File: config.mk
export PLATFORM = sky130hd
export DESIGN_NAME = truth_table_sweeper
export DESIGN_NICKNAME = d
export VERILOG_FILES = /design/src/rtl/truth_table_sweeper.sv
export SDC_FILE = /design/constraint.sdc
export NUM_CORES = 1
export LEC_CHECK = 0
export CAP_MARGIN = 10
export CORE_MARGIN = 5
export CORE_UTILIZATION = 30
export CTS_CLUSTER_DIAMETER = 200
export DETAILED_ROUTE_END_ITERATION = 16
export HOLD_SLACK_MARGIN = 0.1
export PLACE_DENSITY_LB_ADDON = 0.15
export SLEW_MARGIN = 25
export SYNTH_ARGS = -nofsm -noshare
export SYNTH_HDL_FRONTEND = slang
export SYNTH_SLANG_ARGS = --single-unit
File: constraint.sdc
create_clock -name clk -period 2.1 [get_ports clk]
set_input_delay 0.42 -clock clk [delete_from_list [all_inputs] [get_ports clk]]
set_output_delay 0.42 -clock clk [all_outputs]
set_load 0.01 [all_outputs]
File: src/rtl/truth_table_sweeper.sv
// Exhaustive truth-table sweeper: drives every input vector into a combinational block and checks it against TABLE.
// Optional macro STOP_ON_FAIL_EN ends the sweep on the first mismatch and holds the failing vector on dut_in.
module truth_table_sweeper #(
    parameter int N_IN   = 3,
    parameter int N_OUT  = 1,
    parameter int SETTLE = 1,
    parameter logic [N_OUT*(2**N_IN)-1:0] TABLE = '0
) (
    input  logic             clk,
    input  logic             reset,
    input  logic             start,
    input  logic [N_OUT-1:0] dut_out,
    output logic [N_IN-1:0]  dut_in,
    output logic [N_IN-1:0]  vec_idx,
    output logic             busy,
    output logic             done,
    output logic             pass,
    output logic [N_IN:0]    err_count,
    output logic [N_IN-1:0]  first_fail_idx,
    output logic             fail_seen
);

    localparam int NV = 2 ** N_IN;
    localparam int CW = (SETTLE < 2) ? 1 : $clog2(SETTLE + 1);

    typedef enum logic [2:0] {IDLE, APPLY, WAIT, CHECK, DONE} state_t;

    state_t               state_reg, state_next;
    logic                 start_reg, rise_reg;
    logic [N_IN-1:0]      vec_reg;
    logic [N_IN:0]        err_reg;
    logic [N_IN-1:0]      ff_reg;
    logic                 fs_reg;
    logic [CW-1:0]        cnt_reg;
    logic [N_OUT-1:0]     exp_tab [NV];
    logic                 match;
    logic                 last_vec;
    logic                 launch;

    genvar gi;
    generate
        for (gi = 0; gi < NV; gi++) begin : g_tab
            assign exp_tab[gi] = TABLE[gi*N_OUT +: N_OUT];
        end
    endgenerate

    // XOR reduction rather than ==, so an X on dut_out falls into the mismatch branch.
    assign match    = ~|(dut_out ^ exp_tab[vec_reg]);
    assign last_vec = &vec_reg;
    assign launch   = rise_reg && ((state_reg == IDLE) || (state_reg == DONE));

    always_ff @(posedge clk) begin
        if (reset) begin
            state_reg <= IDLE;
            start_reg <= 1'b0;
            rise_reg  <= 1'b0;
        end else begin
            state_reg <= state_next;
            start_reg <= start;
            rise_reg  <= start && !start_reg;
        end
    end

    always_comb begin
        state_next = state_reg;
        case (state_reg)
            IDLE:  if (launch) state_next = APPLY;
            APPLY: state_next = (SETTLE > 0) ? WAIT : CHECK;
            WAIT:  if (cnt_reg == CW'(1)) state_next = CHECK;
            CHECK: begin
`ifdef STOP_ON_FAIL_EN
                if (match) state_next = last_vec ? DONE : APPLY;
                else       state_next = DONE;
`else
                state_next = last_vec ? DONE : APPLY;
`endif
            end
            DONE:  if (launch) state_next = APPLY;
            default: state_next = IDLE;
        endcase
    end

    always_ff @(posedge clk) begin
        if (reset) begin
            vec_reg <= '0;
            err_reg <= '0;
            ff_reg  <= '0;
            fs_reg  <= 1'b0;
            cnt_reg <= '0;
        end else begin
            case (state_reg)
                IDLE, DONE: begin
                    if (launch) begin
                        vec_reg <= '0;
                        err_reg <= '0;
                        ff_reg  <= '0;
                        fs_reg  <= 1'b0;
                    end
                end
                APPLY: cnt_reg <= CW'(SETTLE);
                WAIT:  cnt_reg <= cnt_reg - CW'(1);
                CHECK: begin
                    if (match) begin
                        err_reg <= err_reg;
                    end else begin
                        err_reg <= err_reg + (N_IN+1)'(1);
                        if (!fs_reg) begin
                            ff_reg <= vec_reg;
                            fs_reg <= 1'b1;
                        end
                    end
`ifdef STOP_ON_FAIL_EN
                    if (match && !last_vec) vec_reg <= vec_reg + N_IN'(1);
`else
                    if (!last_vec) vec_reg <= vec_reg + N_IN'(1);
`endif
                end
                default: ;
            endcase
        end
    end

    always_comb begin
        busy = (state_reg == APPLY) || (state_reg == WAIT) || (state_reg == CHECK);
        done = (state_reg == DONE);
        pass = (state_reg == DONE) && (err_reg == '0);
    end

    assign dut_in         = vec_reg;
    assign vec_idx        = vec_reg;
    assign err_count      = err_reg;
    assign first_fail_idx = ff_reg;
    assign fail_seen      = fs_reg;

endmodule

Word level (Yosys, flattened, before mapping)
Memories as Yosys holds them, arrays and structs flattened.
Index checks and enable logic that the tools add are counted.
- memories kept: 1
- flip-flop bits (word level): 17
- bits of input ports: 4
- output and inout bits: 17
- bits in read-only memories: 8
- word-level logic and storage cells: 60
- memory list (name ; words ; bits a word ; read ports ; clocked after Yosys merged registers in ; write ports ; line ; source):
    (no name shown) ; 8 ; 1 ; 1 ; 0 ; 0 ; 48 ; assign match = ~|(dut_out ^ exp_tab[vec_reg]);
- equal/unequal tests: 9
- muxes and demuxes: 19
- reduce and logical (&&, ||, !) cells: 17
- magnitude comparators: 1
- bitwise logic cells: 2
- add/sub/neg operators: 3
- operators by type and width (operator ; count):
    two-way mux 3 bit ; 7
    case mux 3 bit (2 select lines) ; 2
    case mux 3 bit (4 select lines) ; 1
    AND reduction 3 bit ; 3
    two-way mux 4 bit ; 2
    inequality test 2 bit, second input constant ; 4
    case mux 4 bit (2 select lines) ; 1
    equality test 3 x 2 -> 1 bit, second input constant ; 2
    adder 4 x 1 -> 4 bit, second input constant ; 1
    >= comparator 4 bit, second input constant ; 1
    logical NOT 4 bit ; 1
    two-way mux 1 bit ; 4
    NOT 3 -> 4 bit ; 1
    case mux 1 bit (2 select lines) ; 2
    AND reduction 4 bit ; 1
    nonzero test 2 bit ; 2
    adder 3 x 1 -> 3 bit, second input constant ; 1
    equality test 3 x 1 -> 1 bit, second input constant ; 1
    equality test 3 bit, second input constant ; 1
    logical AND 1 bit ; 3
    logical NOT 3 bit ; 1
    logical OR 1 bit ; 3
    inequality test 2 x 1 -> 1 bit, second input constant ; 1
    AND reduction 2 bit ; 1
    other kinds (4) ; 4

Depth between registers and ports, before layout
Gate-level depths: netlist (run 1).
- depth in word-level cells: 7
- depth in mapped cells: 4
- gate-level depth less buffers: 4

Worst setup path after synthesis (run 1)
OpenSTA, ideal clock, no wires.
- path kind: register to output
- from: reg state_reg[1]
- to: out pass
- cell stages (with the launch flop): 5
- slack: 0.675 ns
- path buffers: 1
- arrival: 1.005 ns
- cell sequence: dfxtp_1 -> buf_4 -> nor2_1 -> and2_1 -> and3_1
- word-level cells in the longest chain between the ends: 2
- RTL lines (item ; line ; source):
    start, declared ; 28 ; state_t state_reg, state_next;
    start signal, assigned ; 58 ; state_reg <= state_next;
    equality test 3 bit ; - ;
    net done ; 16 ; output logic done,
    logical AND 1 bit ; 126 ; pass = (state_reg == DONE) && (err_reg == '0);
    end, declared ; 17 ; output logic pass,
The timed path passes the listed nets, and every way through them passes these cells.

Worst setup path after layout (run 1)
- from: reg state_reg[1]
- to: out done
- word-level cells in the longest chain between the ends: 1
- RTL lines (item ; line ; source):
    equality test 3 bit ; 125 ; done = (state_reg == DONE);
    end, declared ; 16 ;
No other way between the ends.

==> run metrics, run 1 <==
antenna violations before repair=0; reg-to-reg critical path startpoint=state_reg[0]; routability-driven placement congestion ratio=0.733; delay contributed by the slowest stage of the critical path=0.54 ns; dominant cell type by area after synthesis=sky130_fd_sc_hd__dfxtp_1; Synth Net Count=94; net total in the final layout=114; final cycle utilization of the critical path=0.904; CP Depth=3; number of buffers created by CTS=3; die height=62.2 um; filler cell count in the final layout=280; number of setup violations in the final report=0; Critical Setup Path Class=flip-flop to output port; # diodes=0; H-tree level count=1; pwr dens=525 nW/um^2; post-CTS clock slew at the launch and capture registers of the worst setup and hold paths=0.09 ns; DR vias=666; sum of buffers and inverters on the critical path=1; Critical Path Sink Type=output port; Cell variety after synth=31; Critical Path Fanout Max=9; transition time at the pin with the least slew margin=0.381 ns; global route total overflow=0; Setup Buffers After CTS=0; drc violations=0; synthesized instance count=86; internal reg-to-reg setup slack=0.61 ns; fin crit period=1.90 ns; Worst R2R End=err_count[3]; number of buffers on the longest clock path=2; via count of the first global-routing pass=636; setup repair after global routing missed its margin=false; post-layout utilization of the core=0.396; peak supply drop=0.408 mV; number of storage elements in the synthesis netlist=17; data required time at the worst endpoint=1.68 ns; Reg2Reg Depth=4; placed cell area=1020 um^2; width of the chip=62.2 um; Top Ports=21; Finished Cell Area=1060 um^2; HPWL after DPL=1.28 mm; static leakage power=0.403 nW; TritonCTS clock tree=built; Layout area overhead=30.0%; via density per instance=4.90; Max Fclk=527 MHz; number of endpoints with negative hold slack in the final report=0; Max-cap violations=0; leading post-synthesis cells by cell area=sky130_fd_sc_hd__dfxtp_1 (42%), sky130_fd_sc_hd__ha_1 (6.1%), sky130_fd_sc_hd__a21oi_1 (4.3%), sky130_fd_sc_hd__mux2i_1 (3.7%), sky130_fd_sc_hd__buf_4 (3.7%); sequential element share of the synthesized area=0.416; 1st-pass router iterations=4; final setup skew=0.00116 ns; number of clock sinks=17; count of routing violations after the opening detailed-route iteration=18; pin count of the biggest net entering global routing=12; starting density of the core=0.305; Floorplan Core Area=2690 um^2; delay-heaviest family, CP=buffers and inverters; Synth Area per Inst=9.51 um^2; global routing usage summed across all routing layers=0.0870; final number of max-transition violations=0; share of cells above drive strength 1=0.152; top-area cell type share of the netlist area=0.416; end point of the critical path=done; headroom to the max-slew limit=0.745; cell chosen for the clock root=sky130_fd_sc_hd__clkbuf_4; post-synth design cell area=818 um^2; startpoint of the most critical setup path=state_reg[1]; Setup TNS Final=0 ns; total die area=3870 um^2; flip-flop count of the largest register, all copies and words added=4; result of the run=finished, final reports clean; kind of start point of the critical path=flip-flop; Clock Latency Late Sink=0.28 ns; standard cell with the maximum stage delay on the critical path=sky130_fd_sc_hd__clkdlybuf4s50_1; Total Wirelength=1.67 mm; post-detailed-route count of antenna-violating nets=0; class of the most critical hold timing path=flip-flop to flip-flop; crit-path cells=nor2_4, and2_1, clkdlybuf4s50_1; global-route wire length before repair=2.79 mm; number of cell rows=19; DR WL/cell=12.3 um; data arrival time at the worst-slack endpoint=1.48 ns; count of warnings emitted by yosys=0; count of buffers from port buffering=20
[power by group]
group | internal [W] | switching (W) | leakage [nW]
clock | 0.0000737 | 0.0000963 | 0.0150
combinational | 0.0000267 | 0.0000252 | 0.249
sequential | 0.000329 | 0.00000795 | 0.139
total | 0.000429 | 0.000129 | 0.403
[stage by stage]
| step | setup WS [ns] | cells | total power (W) | hold WS [ns] |
|---|---|---|---|---|
| after floorplan | 0.675 | 86 | 0.000377 | 0.367 |
| after global placement | 0.245 | 132 | 0.000394 | 0.373 |
| after detailed placement | 0.214 | 132 | 0.000394 | 0.376 |
| after CTS | 0.0323 | 136 | 0.000568 | 0.389 |
| after global routing | 0.127 | 136 | 0.000587 | 0.393 |
| final | 0.201 | 136 | 0.000558 | 0.388 |
[logic make-up after synthesis]
| family | after synthesis | synth area share |
|---|---|---|
| AO/OA/AOI/OAI | 16 | 0.148 |
| XOR/XNOR | 1 | 0.0107 |
| flip-flops | 17 | 0.416 |
| adder cells (fa/ha/maj) | 4 | 0.0612 |
| multiplexers | 3 | 0.0367 |
| buffers and inverters | 13 | 0.0872 |
| AND/OR/NAND/NOR | 32 | 0.240 |
[layer usage]
| metal | part of all wire | vias to the layer above | GRT usage |
|---|---|---|---|
| met5 | 0 | - | 0 |
| met2 | 0.44 | 8 | 0.136 |
| met3 | 0.029 | 2 | 0.0306 |
| li1 | - | 341 | - |
| met4 | 0.010 | 0 | 0.0325 |
| met1 | 0.52 | 315 | 0.109 |
[worst min path at each step]
| stage | start | to | slack, ns | cells after the start |
|---|---|---|---|---|
| 2_1_floorplan | start_reg | rise_reg | 0.37 | 1 |
| 3_3_place_gp | start_reg | rise_reg | 0.37 | 1 |
| 3_5_place_dp | start_reg | rise_reg | 0.38 | 1 |
| 4_1_cts | start_reg | rise_reg | 0.39 | 1 |
| 5_1_grt | start_reg | rise_reg | 0.39 | 1 |
| 6_report | start_reg | rise_reg | 0.39 | 1 |
[layout by cell type (no fill, tap or decap), drive strengths merged, types with 2 or more instances in the layout]
cell type	n
nand3b	3
buf	2
nand4b	2
mux2i	3
clkdlybuf4s50	19
a32o	2
dfxtp	17
nor4	2
nand2	5
nor2	4
clkbuf	4
ha	4
nand3	4
a21oi	7
nor2b	2
nor3	3
inv	6
a31o	3
[repair_timing]
| item | 4_1_cts | 5_1_grt |
|---|---|---|
| endpoints found under the setup margin | 1 | 1 |
| hold buffers | 0 | 0 |
| resized for setup | 3 | 2 |
[Yosys cell counts]
master / count
sky130_fd_sc_hd__a31o_2: 3
sky130_fd_sc_hd__and2_1: 1
sky130_fd_sc_hd__o21a_4: 1
sky130_fd_sc_hd__buf_4: 4
sky130_fd_sc_hd__dfxtp_1: 17
sky130_fd_sc_hd__nor3b_2: 1
sky130_fd_sc_hd__a21oi_1: 7
sky130_fd_sc_hd__o221a_2: 1
sky130_fd_sc_hd__or2_2: 1
sky130_fd_sc_hd__nand3b_1: 3
sky130_fd_sc_hd__nand4b_2: 1
sky130_fd_sc_hd__nor2b_1: 2
sky130_fd_sc_hd__nor2_1: 4
sky130_fd_sc_hd__buf_6: 1
sky130_fd_sc_hd__or3_1: 1
sky130_fd_sc_hd__xnor2_1: 1
sky130_fd_sc_hd__o21ai_0: 1
sky130_fd_sc_hd__nor4_1: 2
sky130_fd_sc_hd__inv_1: 6
sky130_fd_sc_hd__clkbuf_1: 2
sky130_fd_sc_hd__nand2_1: 5
sky130_fd_sc_hd__a32o_1: 2
sky130_fd_sc_hd__ha_1: 4
sky130_fd_sc_hd__nand4b_1: 1
sky130_fd_sc_hd__mux2i_1: 3
sky130_fd_sc_hd__and3_1: 1
sky130_fd_sc_hd__or3b_4: 1
sky130_fd_sc_hd__o32ai_1: 1
sky130_fd_sc_hd__and2b_1: 1
sky130_fd_sc_hd__nor3_1: 3
sky130_fd_sc_hd__nand3_1: 4
[area by class of cell]
type,count,area [um^2],share of cell area
clock buffer,4,26.3,0.0247
inverter,6,22.5,0.0212
multi-input combinational,56,414,0.389
sequential,17,344,0.324
tap,31,38.8,0.0365
timing repair buffer,22,218,0.205
Power figures use the tool's default switching activity.
==> run 2: changes to the inputs <==
Clock period 2.1 ns to 2.28 ns, I/O delays scaled along.
==> run metrics, run 2 (synthesis results as in run 1) <==
result of the run=finished, final reports clean (unchanged); global-route wire length before repair=2.95 mm (was 2.79 mm); net total in the final layout=113 (was 114); setup repair after global routing missed its margin=false (unchanged); global routing usage summed across all routing layers=0.0910 (was 0.0870); Top Ports=21 (unchanged); Critical Path Sink Type=output port (unchanged); cell chosen for the clock root=sky130_fd_sc_hd__clkbuf_4 (unchanged); drc violations=0 (unchanged); most common library cell in the layout ignoring fill and taps=sky130_fd_sc_hd__clkdlybuf4s50_1 (unchanged); routability-driven placement congestion ratio=0.743 (was 0.733); hold_sp=start_reg (unchanged); via count of the first global-routing pass=643 (was 636); DR WL/cell=12.0 um (was 12.3 um); antenna violations before repair=0 (unchanged); crit-path cells=nor2_4, and2_1, and3_1, clkdlybuf4s50_1 (was nor2_4, and2_1, clkdlybuf4s50_1); number of endpoints with negative hold slack in the final report=0 (unchanged); Total Wirelength=1.62 mm (was 1.67 mm); share of cells above drive strength 1=0.144 (was 0.152); transition time at the pin with the least slew margin=0.362 ns (was 0.381 ns); standard cell with the maximum stage delay on the critical path=sky130_fd_sc_hd__dfxtp_1 (was sky130_fd_sc_hd__clkdlybuf4s50_1); reg-to-reg critical path startpoint=state_reg[0] (unchanged); kind of start point of the critical path=flip-flop (unchanged); Max Fclk=458 MHz; H-tree level count=1 (unchanged); pin count of the biggest net entering global routing=12 (unchanged); post-layout utilization of the core=0.391 (was 0.396); final setup skew=0.000478 ns (was 0.00116 ns); Finished Cell Area=1050 um^2 (was 1060 um^2); final number of max-transition violations=0 (unchanged); leading cell types in the layout, fill and taps excluded=sky130_fd_sc_hd__clkdlybuf4s50_1 (20), sky130_fd_sc_hd__dfxtp_1 (17), sky130_fd_sc_hd__a21oi_1 (7) (was sky130_fd_sc_hd__clkdlybuf4s50_1 (19), sky130_fd_sc_hd__dfxtp_1 (16), sky130_fd_sc_hd__a21oi_1 (7)); placed cell area=1020 um^2 (about the same); Critical Setup Path Class=flip-flop to output port (unchanged); Max-cap violations=0 (unchanged); final setup margin=0.0986 ns (was 0.201 ns); total die area=3870 um^2 (unchanged); filler cell count in the final layout=287 (was 280); class of the most critical hold timing path=flip-flop to flip-flop (unchanged); number of setup violations in the final report=0 (unchanged); Floorplan Core Area=2690 um^2 (unchanged); TritonCTS clock tree=built (unchanged); internal reg-to-reg setup slack=0.77 ns (was 0.61 ns); startpoint of the most critical setup path=state_reg[0] (was state_reg[1]); final cycle utilization of the critical path=0.957; pwr dens=495 nW/um^2 (was 525 nW/um^2); placed insts=131 (was 132); Layout area overhead=28.4% (was 30.0%); static leakage power=0.381 nW (was 0.403 nW); post-CTS clock slew at the launch and capture registers of the worst setup and hold paths=0.10 ns (was 0.09 ns); data arrival time at the worst-slack endpoint=1.73 ns (was 1.48 ns); HPWL after DPL=1.24 mm (was 1.28 mm); width of the chip=62.2 um (unchanged); delay contributed by the slowest stage of the critical path=0.54 ns (about the same); number of cell rows=19 (unchanged); via density per instance=4.80 (was 4.90); count of routing violations after the opening detailed-route iteration=11 (was 18); number of buffers on the longest clock path=2 (unchanged); number of clock sinks=17 (unchanged); 1st-pass router iterations=2 (was 4); post-detailed-route count of antenna-violating nets=0 (unchanged); Post-Place Worst Slack=0.348 ns (was 0.214 ns); Setup TNS Final=0 ns (unchanged); fin crit period=2.18 ns; data required time at the worst endpoint=1.82 ns (was 1.68 ns); # diodes=0 (unchanged); Critical Path Fanout Max=9 (unchanged); headroom to the max-slew limit=0.758 (was 0.745); DR vias=648 (was 666); number of buffers created by CTS=3 (unchanged); starting density of the core=0.305 (unchanged); global route total overflow=0 (unchanged); count of buffers from port buffering=20 (unchanged); die height=62.2 um (unchanged); peak supply drop=0.392 mV (was 0.408 mV); number of standard cells in the final layout excluding fillers=135 (was 136); flip-flop count of the largest register, all copies and words added=4 (unchanged); Clock Latency Late Sink=0.29 ns (was 0.28 ns)
## run 2: cell count changes in the layout (fill, tap and decap cells not counted), sizes merged
cell / delta
clkinv: +1
clkdlybuf4s50: +1
clkbuf: -1
buf: -1
dlymetal6s2s: -1
## run 2: final timing paths
kind,end,depth (start not counted)
worst max register to register,err_count[3],3
worst max-delay path,pass,4
worst min-delay path,rise_reg,1
worst min register to register,rise_reg,1
## run 2: stage by stage
step                total power, W  hold slack (ns)
floorplan                 0.000348            0.367
global placement          0.000361            0.373
detailed placement        0.000362            0.372
CTS                       0.000528            0.388
global route              0.000546            0.399
finish                    0.000520            0.387
## run 2: area by class of cell
type,instances,area (um^2),area share
clock buffer,3,22.5,0.0214
clock inverter,1,5.00,0.00476
inverter,6,22.5,0.0214
multi-input combinational,56,414,0.394
sequential,17,340,0.324
tap,31,38.8,0.0369
timing repair buffer,21,208,0.198
## run 2: power by group
part	switching, W	total (W)	internal (W)
logic	0.0000205	0.0000439	0.0000234
registers	0.00000919	0.000312	0.000303
clock network	0.0000988	0.000164	0.0000653
## run 2: critical path, delay by kind of cell (launching register included)
family,cells,cell delay (ns)
flops,1,0.54
buf+inv,1,0.47
simple gates,3,0.42
## run 2: layer usage
layer,GRT usage,part of all wire,up-vias
met4,0.0244,0.0062,0
met3,0.0450,0.051,2
met5,0,0,-
met1,0.123,0.50,298
li1,-,-,337
met2,0.127,0.44,11
## run 2: timing repair
item                                    in CTS  in global routing
endpoints found under the setup margin       0                  1
resized for setup                            0                  2
buffers inserted                             0                  0
hold buffers                                 0                  0
==> run 3: changes to the inputs <==
Settings changed: CORE_MARGIN 5 to 1.
==> run metrics, run 3 (synthesis results as in run 1) <==
total die area=2940 um^2 (was 3870 um^2); number of standard cells in the final layout excluding fillers=134 (was 135); Floorplan Core Area=2520 um^2 (was 2690 um^2); width of the chip=54.2 um (was 62.2 um); headroom to the max-slew limit=0.780 (was 0.758); cell chosen for the clock root=sky130_fd_sc_hd__clkbuf_4 (unchanged); share of cells above drive strength 1=0.154 (was 0.144); class of the most critical hold timing path=flip-flop to flip-flop (unchanged); pwr dens=494 nW/um^2 (was 495 nW/um^2); static leakage power=0.377 nW (was 0.381 nW); DR WL/cell=11.3 um (was 12.0 um); most common library cell in the layout ignoring fill and taps=sky130_fd_sc_hd__clkdlybuf4s50_1 (unchanged); result of the run=finished, final reports clean (unchanged); final number of max-transition violations=0 (unchanged); global routing usage summed across all routing layers=0.118 (was 0.0910); Setup TNS Final=0 ns (unchanged); via count of the first global-routing pass=522 (was 643); die height=54.2 um (was 62.2 um); via density per instance=4.71 (was 4.80); placed insts=130 (was 131); setup repair after global routing missed its margin=false (unchanged); transition time at the pin with the least slew margin=0.329 ns (was 0.362 ns); antenna violations before repair=0 (unchanged); peak supply drop=0.427 mV (was 0.392 mV); post-CTS clock slew at the launch and capture registers of the worst setup and hold paths=0.10 ns (about the same); routability-driven placement congestion ratio=0.701 (was 0.743); HPWL after DPL=1.13 mm (was 1.24 mm); number of cell rows=18 (was 19); pin count of the biggest net entering global routing=12 (unchanged); Layout area overhead=27.8% (was 28.4%); filler cell count in the final layout=256 (was 287); data arrival time at the worst-slack endpoint=1.68 ns (was 1.73 ns); final cycle utilization of the critical path=0.938 (was 0.957); Setup Buffers After CTS=0 (unchanged); Finished Cell Area=1050 um^2 (about the same); Clock Latency Late Sink=0.29 ns (about the same); placed cell area=1010 um^2 (was 1020 um^2); Critical Path Sink Type=output port (unchanged); Critical Setup Path Class=flip-flop to output port (unchanged); global-route wire length before repair=2.42 mm (was 2.95 mm); drc violations=0 (unchanged); Max Fclk=468 MHz (was 458 MHz); Total Wirelength=1.51 mm (was 1.62 mm); Top Ports=21 (unchanged); number of buffers created by CTS=3 (unchanged); Hold WS=0.389 ns (was 0.387 ns); leading cell types in the layout, fill and taps excluded=sky130_fd_sc_hd__clkdlybuf4s50_1 (20), sky130_fd_sc_hd__dfxtp_1 (15), sky130_fd_sc_hd__a21oi_1 (7) (was sky130_fd_sc_hd__clkdlybuf4s50_1 (20), sky130_fd_sc_hd__dfxtp_1 (17), sky130_fd_sc_hd__a21oi_1 (7)); final setup skew=0.00344 ns (was 0.000478 ns); H-tree level count=1 (unchanged); post-detailed-route count of antenna-violating nets=0 (unchanged); Design Power=0.000517 W (was 0.000520 W); 1st-pass router iterations=2 (unchanged); data required time at the worst endpoint=1.82 ns (about the same); Critical Path Fanout Max=9 (unchanged); flip-flop count of the largest register, all copies and words added=4 (unchanged); global route total overflow=0 (unchanged); number of buffers on the longest clock path=2 (unchanged); count of routing violations after the opening detailed-route iteration=4 (was 11); starting density of the core=0.324 (was 0.305); number of endpoints with negative hold slack in the final report=0 (unchanged); DR vias=631 (was 648); count of buffers from port buffering=20 (unchanged); # diodes=0 (unchanged); net total in the final layout=113 (unchanged); number of setup violations in the final report=0 (unchanged); Max-cap violations=0 (unchanged); TritonCTS clock tree=built (unchanged); fin crit period=2.14 ns (was 2.18 ns); number of clock sinks=17 (unchanged); kind of start point of the critical path=flip-flop (unchanged)
## run 3: cell count changes in the layout (fill, tap and decap cells not counted)
cell | before | now
sky130_fd_sc_hd__dfxtp_1 | 17 | 15
sky130_fd_sc_hd__dfxtp_2 | 0 | 2
sky130_fd_sc_hd__clkbuf_1 | 0 | 1
sky130_fd_sc_hd__clkinv_2 | 1 | 0
sky130_fd_sc_hd__nor2_2 | 0 | 1
sky130_fd_sc_hd__nor2_4 | 1 | 0
## run 3: final cells by class
cell class / count / area (um^2) / area share
inverters: 6 / 22.5 / 0.0215
repair buffers: 21 / 208 / 0.199
clock buffers: 4 / 26.3 / 0.0251
well taps: 30 / 37.5 / 0.0359
flip-flops and latches: 17 / 343 / 0.328
multi-input cells: 56 / 409 / 0.391
## run 3: where the power goes
group | internal (W) | switching (W)
logic | 0.0000228 | 0.0000206
registers | 0.000303 | 0.00000842
clock network | 0.0000681 | 0.0000932
total | 0.000394 | 0.000122
## run 3: timing repair
action	4_1_cts	5_1_grt
hold buffers	0	0
resized for setup	0	3
setup endpoints to repair	0	1
endpoints found under the hold margin	0	0
## run 3: per-layer routing
layer | track usage | up-vias | routed length [um]
met5 | 0 | - | 0
met4 | 0.0256 | 0 | 6
met3 | 0.0611 | 2 | 72
met2 | 0.163 | 10 | 653
met1 | 0.161 | 279 | 778
li1 | - | 340 | -
## run 3: final timing paths
check             cells past startpoint         start        end  slack, ns
setup reg to reg                      4     dut_in[0]  dut_in[1]       0.87
setup / recovery                      4  state_reg[0]       pass       0.14
hold reg to reg                       1     start_reg   rise_reg       0.39
hold / removal                        1     start_reg   rise_reg       0.39
## run 3: worst max-delay path, stage by stage, from the launching register on
cell,delay [ns]
sky130_fd_sc_hd__dfxtp_2,0.38
sky130_fd_sc_hd__nor2_2,0.17
sky130_fd_sc_hd__and2_1,0.16
sky130_fd_sc_hd__and3_1,0.15
sky130_fd_sc_hd__clkdlybuf4s50_1,0.53
## run 3: per-stage QoR
| stage | util | setup slack, ns |
|---|---|---|
| global placement | 0.402 | 0.374 |
| detailed placement | 0.402 | 0.342 |
| floorplan | - | 0.819 |
| global route | 0.415 | 0.0318 |
| CTS | 0.413 | 0.00437 |
| finish | 0.415 | 0.142 |
